## src/rtl/seg7_pkg.sv

```systemverilog
// ---------------------------------------------------------------------------
// seg7_pkg : shared segment patterns, symbol type and encoder.  Rev 1.0
// ---------------------------------------------------------------------------
`default_nettype none

package seg7_pkg;

  // Active-low patterns, bit0 = a .. bit6 = g
  localparam logic [6:0] SEG_0     = 7'b1000000;
  localparam logic [6:0] SEG_1     = 7'b1111001;
  localparam logic [6:0] SEG_2     = 7'b0100100;
  localparam logic [6:0] SEG_3     = 7'b0110000;
  localparam logic [6:0] SEG_4     = 7'b0011001;
  localparam logic [6:0] SEG_5     = 7'b0010010;
  localparam logic [6:0] SEG_6     = 7'b0000010;
  localparam logic [6:0] SEG_7     = 7'b1011000;
  localparam logic [6:0] SEG_8     = 7'b0000000;
  localparam logic [6:0] SEG_9     = 7'b0010000;
  localparam logic [6:0] SEG_A     = 7'b0001000;
  localparam logic [6:0] SEG_B     = 7'b0000011;
  localparam logic [6:0] SEG_C     = 7'b1000110;
  localparam logic [6:0] SEG_D     = 7'b0100001;
  localparam logic [6:0] SEG_E     = 7'b0000110;
  localparam logic [6:0] SEG_F     = 7'b0001110;
  localparam logic [6:0] SEG_BLANK = 7'b1111111;

  typedef struct packed {
    logic [3:0] code;
    logic       blank;
    logic       err;
  } seg7_sym_t;

  localparam seg7_sym_t SYM_BLANK = '{code: 4'h0, blank: 1'b1, err: 1'b0};
  localparam seg7_sym_t SYM_ERR   = '{code: 4'h0, blank: 1'b0, err: 1'b1};

  function automatic seg7_sym_t seg7_digit(input logic [3:0] code);
    seg7_digit = '{code: code, blank: 1'b0, err: 1'b0};
  endfunction

  function automatic logic [6:0] seg7_encode(input logic [3:0] code);
    case (code)
      4'h0: seg7_encode = SEG_0;
      4'h1: seg7_encode = SEG_1;
      4'h2: seg7_encode = SEG_2;
      4'h3: seg7_encode = SEG_3;
      4'h4: seg7_encode = SEG_4;
      4'h5: seg7_encode = SEG_5;
      4'h6: seg7_encode = SEG_6;
      4'h7: seg7_encode = SEG_7;
      4'h8: seg7_encode = SEG_8;
      4'h9: seg7_encode = SEG_9;
      4'hA: seg7_encode = SEG_A;
      4'hB: seg7_encode = SEG_B;
      4'hC: seg7_encode = SEG_C;
      4'hD: seg7_encode = SEG_D;
      4'hE: seg7_encode = SEG_E;
      default: seg7_encode = SEG_F;
    endcase
  endfunction

endpackage

`default_nettype wire

```

## src/rtl/seg7_capture_if.sv

```systemverilog
// ---------------------------------------------------------------------------
// seg7_capture_if : sampled display bus plus readback results.  Rev 1.0
// ---------------------------------------------------------------------------
`default_nettype none

interface seg7_capture_if #(
  parameter int NDIG = 4
);
  logic                smpl_en;
  logic [6:0]          nseg;
  logic [NDIG-1:0]     ndigsel;
  logic [4*NDIG-1:0]   dout;
  logic [NDIG-1:0]     blank;
  logic [NDIG-1:0]     derr;
  logic [NDIG-1:0]     upd;
  logic                selerr;

  modport master (
    output smpl_en, nseg, ndigsel,
    input  dout, blank, derr, upd, selerr
  );

  modport slave (
    input  smpl_en, nseg, ndigsel,
    output dout, blank, derr, upd, selerr
  );
endinterface

`default_nettype wire

```

## src/rtl/seg7_pat2sym.sv

```systemverilog
// ---------------------------------------------------------------------------
// seg7_pat2sym : segment pattern -> symbol decode (hex via SEG7CAP_HEX_EN). Rev 1.0
// ---------------------------------------------------------------------------
`default_nettype none

module seg7_pat2sym
  import seg7_pkg::*;
(
  input  logic [6:0] i_nseg,
  output seg7_sym_t  o_sym
);

  always_comb begin
    o_sym = SYM_ERR;
    case (i_nseg)
      SEG_0:     o_sym = seg7_digit(4'h0);
      SEG_1:     o_sym = seg7_digit(4'h1);
      SEG_2:     o_sym = seg7_digit(4'h2);
      SEG_3:     o_sym = seg7_digit(4'h3);
      SEG_4:     o_sym = seg7_digit(4'h4);
      SEG_5:     o_sym = seg7_digit(4'h5);
      SEG_6:     o_sym = seg7_digit(4'h6);
      SEG_7:     o_sym = seg7_digit(4'h7);
      SEG_8:     o_sym = seg7_digit(4'h8);
      SEG_9:     o_sym = seg7_digit(4'h9);
      SEG_BLANK: o_sym = SYM_BLANK;
`ifdef SEG7CAP_HEX_EN
      SEG_A:     o_sym = seg7_digit(4'hA);
      SEG_B:     o_sym = seg7_digit(4'hB);
      SEG_C:     o_sym = seg7_digit(4'hC);
      SEG_D:     o_sym = seg7_digit(4'hD);
      SEG_E:     o_sym = seg7_digit(4'hE);
      SEG_F:     o_sym = seg7_digit(4'hF);
`endif
      default:   o_sym = SYM_ERR;
    endcase
  end

endmodule

`default_nettype wire

```

## src/rtl/seg7_capture.sv

```systemverilog
// ---------------------------------------------------------------------------
// seg7_capture : multiplexed 7-seg readback with per-digit stability filter.
// Optional hex decode via SEG7CAP_HEX_EN.  Rev 1.0
// ---------------------------------------------------------------------------
`default_nettype none

module seg7_capture
  import seg7_pkg::*;
#(
  parameter int NDIG       = 4,
  parameter int STABLE_CNT = 3
) (
  input  logic           clk,
  input  logic           nrst,
  seg7_capture_if.slave  bus
);

  localparam int         IDXW     = $clog2(NDIG);
  localparam logic [3:0] C_STABLE = 4'(STABLE_CNT);

  logic            r_valid;
  logic [6:0]      r_nseg;
  logic [NDIG-1:0] r_ndigsel;

  seg7_sym_t       r_cand [NDIG];
  logic [3:0]      r_cnt  [NDIG];
  seg7_sym_t       r_comm [NDIG];
  logic [NDIG-1:0] r_upd;
  logic            r_selerr;

  logic [3:0]      w_nlow;
  logic [IDXW-1:0] w_idx;
  logic            w_onehot;
  seg7_sym_t       w_sym;
  logic [3:0]      w_cnt_nxt;
  logic            w_take;
  logic            w_commit;

  always_ff @(posedge clk) begin
    if (!nrst) begin
      r_valid   <= 1'b0;
      r_nseg    <= SEG_BLANK;
      r_ndigsel <= '1;
    end else begin
      r_valid <= bus.smpl_en;
      if (bus.smpl_en) begin
        r_nseg    <= bus.nseg;
        r_ndigsel <= bus.ndigsel;
      end
    end
  end

  always_comb begin
    w_nlow = 4'd0;
    w_idx  = '0;
    for (int i = 0; i < NDIG; i++) begin
      if (!r_ndigsel[i]) begin
        w_nlow = w_nlow + 4'd1;
        w_idx  = IDXW'(i);
      end
    end
    w_onehot = (w_nlow == 4'd1);
  end

  seg7_pat2sym u_dec (
    .i_nseg (r_nseg),
    .o_sym  (w_sym)
  );

  // Commit only on the exact sample that reaches the threshold, so long runs never recommit
  always_comb begin
    w_take    = r_valid && w_onehot;
    w_cnt_nxt = 4'd1;
    if (w_sym == r_cand[w_idx])
      w_cnt_nxt = (r_cnt[w_idx] == 4'hF) ? 4'hF : r_cnt[w_idx] + 4'd1;
    w_commit  = w_take && (w_cnt_nxt == C_STABLE) && (w_sym != r_comm[w_idx]);
  end

  always_ff @(posedge clk) begin
    if (!nrst) begin
      for (int k = 0; k < NDIG; k++) begin
        r_cand[k] <= SYM_BLANK;
        r_cnt[k]  <= 4'd0;
        r_comm[k] <= SYM_BLANK;
      end
      r_upd    <= '0;
      r_selerr <= 1'b0;
    end else begin
      r_upd    <= '0;
      r_selerr <= r_valid && !w_onehot;
      if (w_take) begin
        r_cand[w_idx] <= w_sym;
        r_cnt[w_idx]  <= w_cnt_nxt;
        if (w_commit) begin
          r_comm[w_idx] <= w_sym;
          r_upd[w_idx]  <= 1'b1;
        end
      end
    end
  end

  logic [4*NDIG-1:0] w_dout;
  logic [NDIG-1:0]   w_blank;
  logic [NDIG-1:0]   w_derr;

  for (genvar k = 0; k < NDIG; k++) begin : g_out
    assign w_dout[4*k +: 4] = r_comm[k].code;
    assign w_blank[k]       = r_comm[k].blank;
    assign w_derr[k]        = r_comm[k].err;
  end

  assign bus.dout   = w_dout;
  assign bus.blank  = w_blank;
  assign bus.derr   = w_derr;
  assign bus.upd    = r_upd;
  assign bus.selerr = r_selerr;

endmodule

`default_nettype wire

```

## src/flat_wrapper.sv

```systemverilog
// flat-port wrapper written by rule: the top's interface ports become plain ports
module seg7_capture_flat import seg7_pkg::*;
#(
  parameter int NDIG       = 4,
  parameter int STABLE_CNT = 3
)
  (clk, nrst, bus_smpl_en, bus_nseg, bus_ndigsel, bus_dout, bus_blank, bus_derr, bus_upd, bus_selerr);
  seg7_capture_if #(.NDIG(NDIG)) bus_i ();
  input  logic clk;
  input  logic nrst;
  input wire logic [$bits(bus_i.smpl_en)-1:0] bus_smpl_en;
  input wire logic [$bits(bus_i.nseg)-1:0] bus_nseg;
  input wire logic [$bits(bus_i.ndigsel)-1:0] bus_ndigsel;
  output wire logic [$bits(bus_i.dout)-1:0] bus_dout;
  output wire logic [$bits(bus_i.blank)-1:0] bus_blank;
  output wire logic [$bits(bus_i.derr)-1:0] bus_derr;
  output wire logic [$bits(bus_i.upd)-1:0] bus_upd;
  output wire logic [$bits(bus_i.selerr)-1:0] bus_selerr;
  assign bus_i.smpl_en = bus_smpl_en;
  assign bus_i.nseg = bus_nseg;
  assign bus_i.ndigsel = bus_ndigsel;
  assign bus_dout = bus_i.dout;
  assign bus_blank = bus_i.blank;
  assign bus_derr = bus_i.derr;
  assign bus_upd = bus_i.upd;
  assign bus_selerr = bus_i.selerr;
  seg7_capture #(.NDIG(NDIG), .STABLE_CNT(STABLE_CNT)) u_core (.clk(clk), .nrst(nrst), .bus(bus_i));
endmodule
```

## config.mk

```make
export PLATFORM = sky130hd
export DESIGN_NAME = seg7_capture_flat
export DESIGN_NICKNAME = d
export VERILOG_FILES = /design/src/rtl/seg7_pkg.sv /design/src/rtl/seg7_capture_if.sv /design/src/rtl/seg7_pat2sym.sv /design/src/rtl/seg7_capture.sv /design/src/flat_wrapper.sv
export SDC_FILE = /design/constraint.sdc
export NUM_CORES = 1
export LEC_CHECK = 0
export ABC_AREA = 1
export BUFFER_PORTS_ARGS = -buffer_cell sky130_fd_sc_hd__clkbuf_2
export CORE_UTILIZATION = 50
export DETAILED_ROUTE_END_ITERATION = 8
export PLACE_DENSITY_LB_ADDON = 0.1
export SLEW_MARGIN = 40
export SYNTH_ARGS = -nofsm -noshare
export SYNTH_HDL_FRONTEND = slang
export SYNTH_SLANG_ARGS = --single-unit
```

## constraint.sdc

```tcl
create_clock -name clk -period 2.8 [get_ports clk]
set_input_delay 0.28 -clock clk [delete_from_list [all_inputs] [get_ports clk]]
set_output_delay 0.28 -clock clk [all_outputs]
set_load 0.02 [all_outputs]
```

==> out/metrics.cfg, run 1 <==
[status]
status=finished, final reports clean

[floorplanning]
die_h_um=95.83
fp-row-count=33
core_um2=8382
io_pins=43
die_w_um=95.83
initial_utilization_pct=52.52
dieArea_um2=9182

[sta]
relSlewSlack_pct=71.08
report.final.slew_viol_count=0
setup_violations=0
finClkSkew_ps=14.46
tightest_slew_ps=433.4
fin_crit_sh_pct=94.94
hold_viol_final=0
period_needed_ps=2658
fmax_mhz=376.2

[logic_synthesis]
synth_cell_types=37
seq_area_frac_synth_pct=51.39
synthesis.instances=504
yosys_warnings=0
yosysTopAreaCellShare_pct=43.66
syn_area_per_cell_um2=8.734
ys_ff_latch=81
synth_largest_area_cell=edfxtp_1
ys_top_cells_by_count=nand2_1, nor2_1, edfxtp_1
async_reset_ff_share_pct=0
netlist_area_um2=4402
synth-edff-count=64
synth_area_leaders=edfxtp_1, nand2_1, dfxtp_1
yosysMostFrequentCell=nand2_1
synth-main-ff-cell=edfxtp_1
synth_fp_nets=522

[worst_setup_path]
path_cells=inv_1, ha_4, xor2_2, inv_1, ha_1, nor2_1, nand2_1, nand2_1, nand2_1, nor2_2, nand2_2, nor2_4, nand2_4, nor2_8, nand2_4, o21ai_4
required_ps=2850
slowest_delay_ps=340
critPathKind=flip-flop to flip-flop
cpMaxStageDelayCell=dfxtp_2
worstReg2RegStart=u_core.r_ndigsel[0]
end_kind=flip-flop
worstSetupStartpointType=flip-flop
crit_top_cell=nand2_1
arrival_ps=2710
startpoint=u_core.r_ndigsel[0]
worstPathMaxFanout=6

[global_routing]
grt_pass1_vias=3527
grt_first_pass_wirelength_um=17620
grt_max_degree=24
antenna_found_initial=0
top_usage_layer=met2
grt_use_met2_pct=42.62
track_usage_pct=26.67
grt-ovfl-total=0
grtUsageMet1_pct=35.52
grt_use_met3_pct=6.398

[detailed_routing]
wl_um=11260
drtAntennaViolNets=0
dr.first_iter.drc_count=246
drt_first_pass_iters=4
drc=0
vias_per_cell=5.223
num_vias=3614
post_drt_wl_per_cell_um=16.28

[finish]
stdcell_area_um2=5215
area_growth_pct=18.48
n_antenna_cell=0
fillers=744
drive_gt1_share_pct=27.94
fin_nets=600

[place]
place_area_um2=4931
hpwl_um=8259
gp_congestion=0.8798
portBuffers=42

[flow_run]
cap_viol_max_count=0

[cts]
cts_buffers=9
cts.sinks=81
clk_latency_ps=360
h-tree-depth=3
cts_root_buf=clkbuf_8
clk_path_buf_depth=2
clkTransAtPathRegs_ps=90
cts_tree=yes

[min_path]
min_from=bus_nseg[3]
hold_class=input port to flip-flop

[pwr]
ir_drop_uv=307.9
power.total_mw=2.747
p_leak_nw=2.350
p_per_area_nw_per_um2=526.8

==> layout by cell type, fill, tap and decap left out, drive strengths merged, types with 2 or more instances in the layout <==
cell type  synthesis  routed
a21oi             12      12
buf                8      41
clkbuf             8      51
clkinv             1       2
clkinvlp           0       3
dfxtp             17      17
edfxtp            64      64
ha                 4       4
inv               68      70
nand2            136     136
nand3             24      24
nand3b             3       3
nand4             28      28
nor2              95      95
nor3               9       9
o21ai             17      17
xnor2              2       2
xor2               4       4
==> layer usage <==
layer / part of all wire [%] / wire (um)
met5: 0 / 0
met4: 1.6 / 176
met1: 45 / 5108
met3: 6.0 / 675
met2: 47 / 5303
==> repair_timing <==
action / CTS / global route
resized for setup: 2 / 14
setup endpoints to repair: 12 / 98
buffers inserted: 2 / 1
endpoints found under the hold margin: 0 / 0
pin swaps: 2 / 4
hold buffers: 0 / 0
cloned: 0 / 0
==> worst max-delay path: cells and delay by family, from the launching register on <==
| kind | cells | cell delay [ps] |
|---|---|---|
| AOI/OAI and AO/OA | 1 | 230 |
| xor gates and xnor gates | 1 | 160 |
| adders and majority gates | 2 | 570 |
| buffers and inverters | 2 | 150 |
| DFF | 1 | 340 |
| and+or+nand+nor | 10 | 900 |
==> kinds of logic (layout without fill, tap and decap cells) <==
logic type | after synthesis | in the layout | synth area share (%)
flip-flops | 81 | 81 | 51.39
AO/OA/AOI/OAI | 31 | 31 | 3.724
adder cells (fa/ha/maj) | 4 | 4 | 1.137
AND/OR/NAND/NOR | 297 | 297 | 34.11
XOR/XNOR | 6 | 6 | 1.194
buffers and inverters | 85 | 168 | 8.442
==> metrics by stage <==
stage / util, % / worst slack [ps] / hold WS, ps / setup TNS [ps] / instances
finish: 62.22 / 141.7 / 120.8 / 0 / 692
floorplan: - / -145.5 / 400.4 / -4365 / 504
detailed placement: 58.83 / -47.39 / 501.0 / -283.8 / 673
CTS: 61.52 / 32.13 / 114.2 / 0 / 691
global placement: 58.83 / 7.786 / 478.1 / 0 / 673
global route: 62.22 / -27.54 / 140.0 / -232.9 / 692
==> flip-flops by register name, indices dropped and copies added (netlist names) <==
signal and cells:
u_core.r_comm 24, u_core.r_cnt 16, u_core.bus.upd 4, u_core.r_ndigsel 4
u_core.r_valid 1, u_core.bus.selerr 1, u_core.r_cand 24, u_core.r_nseg 7
==> path summary, 6_finish.rpt <==
kind / to / slack (ps) / cells past startpoint
min: u_core.r_nseg[3] / 120 / 3
max: u_core.r_comm[3][0] / 140 / 16
max reg2reg: u_core.r_comm[3][0] / 140 / 16
min reg2reg: u_core.bus.selerr / 520 / 2
==> cell type report <==
class                   instances  area, um^2  share of cell area, %
flip-flops and latches         81        2267                  43.47
multi-input cells             338        1829                  35.08
repair buffers                 83       518.0                  9.933
inverters                      69       269.0                  5.158
well taps                     105       131.4                  2.519
clock buffers                   9       123.9                  2.375
clock inverters                 7       76.32                  1.464
==> power breakdown <==
part | leakage (nW) | switching, mW | total (mW) | internal (mW)
combinational | 1.49 | 0.316 | 0.482 | 0.166
sequential | 0.771 | 0.0328 | 1.37 | 1.34
clock | 0.0914 | 0.473 | 0.891 | 0.418
No activity file was read; power rests on OpenSTA's default activity.
==> inputs of run 2 (changes only) <==
- CORE_MARGIN: not set -> 1.5
==> run 2 against run 1 <==
Critical path type unchanged. Largest cell class unchanged. Critical endpoint is now u_core.r_comm[3][1]. Non-clock buffer count increased by 3. Hold slack got worse by 5.2 ps. Highest routed layer unchanged. Maximum frequency is 0.22% higher. Final area increased by 2.1%. Flip-flop and latch count did not move.
==> out/metrics.cfg, run 2 (synthesized netlist as in run 1, its figures left out) <==
[place]
portBuffers=42
gp_congestion=0.8627
hpwl_um=8355

[min_path]
whs_endpoint=u_core.r_nseg[4]
hold_class=input port to flip-flop
worst_hold_path.num_cells=3
min_from=bus_nseg[4]

[cts]
cts_hold_buffers=0
cts_tree=yes
cts_root_buf=clkbuf_8
clkTransAtPathRegs_ps=90
cts_buffers=9
clk_latency_ps=370
h-tree-depth=3
clk_path_buf_depth=2
cts.sinks=81

[pwr]
p_leak_nw=2.409
power.total_mw=2.909
ir_drop_uv=287.5
p_per_area_nw_per_um2=546.3

[floorplanning]
dieArea_um2=9375
initial_utilization_pct=50.97
core_um2=8636
die_h_um=96.83
die_w_um=96.83
fp-row-count=34
io_pins=43

[global_routing]
track_usage_pct=24.28
grt_max_degree=24
grt-ovfl-total=0
antenna_found_initial=0
grt_pass1_vias=3486
grt_first_pass_wirelength_um=17500

[worst_setup_path]
critPathKind=flip-flop to flip-flop
worstSetupStartpointType=flip-flop
startpoint=u_core.r_ndigsel[1]
reg2reg_depth=16
arrival_ps=2710
end_kind=flip-flop
worstReg2RegStart=u_core.r_ndigsel[1]
required_ps=2860
worstPathMaxFanout=6
rrSetupSlack_ps=150
r2r-end=u_core.r_comm[3][1]

[detailed_routing]
drt_first_pass_iters=4
drtAntennaViolNets=0
post_drt_wl_per_cell_um=15.95
drc=0
wl_um=11130
num_vias=3661
dr.first_iter.drc_count=205
vias_per_cell=5.245

[sta]
setup_tns_ps=0
relSlewSlack_pct=72.77
fmax_mhz=377.0
tightest_slew_ps=408.1
setup_violations=0
fin_crit_sh_pct=94.73
hold_viol_final=0
finClkSkew_ps=8.420
period_needed_ps=2652
report.final.slew_viol_count=0

[finish]
fin_nets=603
n_antenna_cell=0
mostFrequentLayoutCell=nand2_1
top_regs=u_core.r_cand: 24 flops, u_core.r_comm: 24 flops, u_core.r_cnt: 16 flops
drive_gt1_share_pct=28.81
final_cell_mix=nand2_1, nor2_1, edfxtp_1
fillers=786
area_growth_pct=20.98

[status]
status=finished, final reports clean

[flow_run]
cap_viol_max_count=0

-- run 2: cell types whose count changed in the layout (fill, tap and decap cells not counted), sizes merged --
cell / before / now
buf: 41 / 44
clkinvlp: 3 / 0
bufinv: 1 / 3
clkinv: 2 / 4
inv: 70 / 69
-- run 2: worst max-delay path: stages (launching register included) --
cell,delay [ps]
dfxtp_2,360
inv_4,40
ha_4,270
xor2_2,130
inv_1,70
ha_1,290
nor2_1,100
nand2_1,60
nand2_1,90
nand2_2,80
nor2_4,140
nand2_2,60
nor2_2,90
nand2_2,90
nor2_8,190
nand2_4,70
o21ai_4,220
-- run 2: metal layers --
layer | vias to the layer above | wire length (um) | GRT usage [%]
met2 | 110 | 5274 | 38.14
met5 | - | 0 | 0
li1 | 1793 | - | -
met4 | 0 | 195 | 9.365
met1 | 1740 | 5101 | 33.55
met3 | 18 | 558 | 4.408
-- run 2: worst max-delay path by stage --
stage                                to  depth (start not counted)  slack, ps
global route        u_core.r_comm[2][1]                         16        -10
floorplan           u_core.r_cand[0][0]                         12       -150
global placement    u_core.r_comm[3][0]                         16          2
CTS                 u_core.r_comm[3][2]                         16          1
detailed placement  u_core.r_comm[3][5]                         16        -80
finish              u_core.r_comm[3][1]                         16        150
-- run 2: what timing repair did --
item,in CTS,in global routing
endpoints found under the setup margin,32,88
pin swaps,2,9
gates resized for setup,3,18
cloned,0,0
buffers inserted,0,4
-- run 2: power breakdown --
| group | leakage [nW] | internal, mW | switching, mW | total [mW] |
|---|---|---|---|---|
| sequential | 0.771 | 1.34 | 0.0302 | 1.37 |
| clock | 0.124 | 0.594 | 0.457 | 1.05 |
| combinational | 1.51 | 0.168 | 0.318 | 0.486 |
| total | 2.41 | 2.10 | 0.806 | 2.91 |
-- run 2: layout make-up --
type / instances / area [um^2] / share of cell area (%)
well taps: 108 / 135.1 / 2.538
multi-input cells: 338 / 1859 / 34.92
flip-flops and latches: 81 / 2267 / 42.58
inverters: 69 / 269.0 / 5.052
clock inverters: 7 / 117.6 / 2.209
clock buffers: 9 / 123.9 / 2.326
repair buffers: 86 / 553.0 / 10.39
-- run 2: stage by stage --
stage	std cells	hold WS [ps]	area (um^2)	utilization (%)	setup WS, ps
5_1_grt	698	120.5	5325	61.66	-14.82
6_report	698	115.6	5325	61.66	147.7
4_1_cts	694	115.7	5216	60.40	1.470
2_1_floorplan	504	400.4	4407	-	-145.5
3_5_place_dp	678	497.9	4962	57.46	-80.32
3_3_place_gp	678	479.3	4962	57.46	1.721
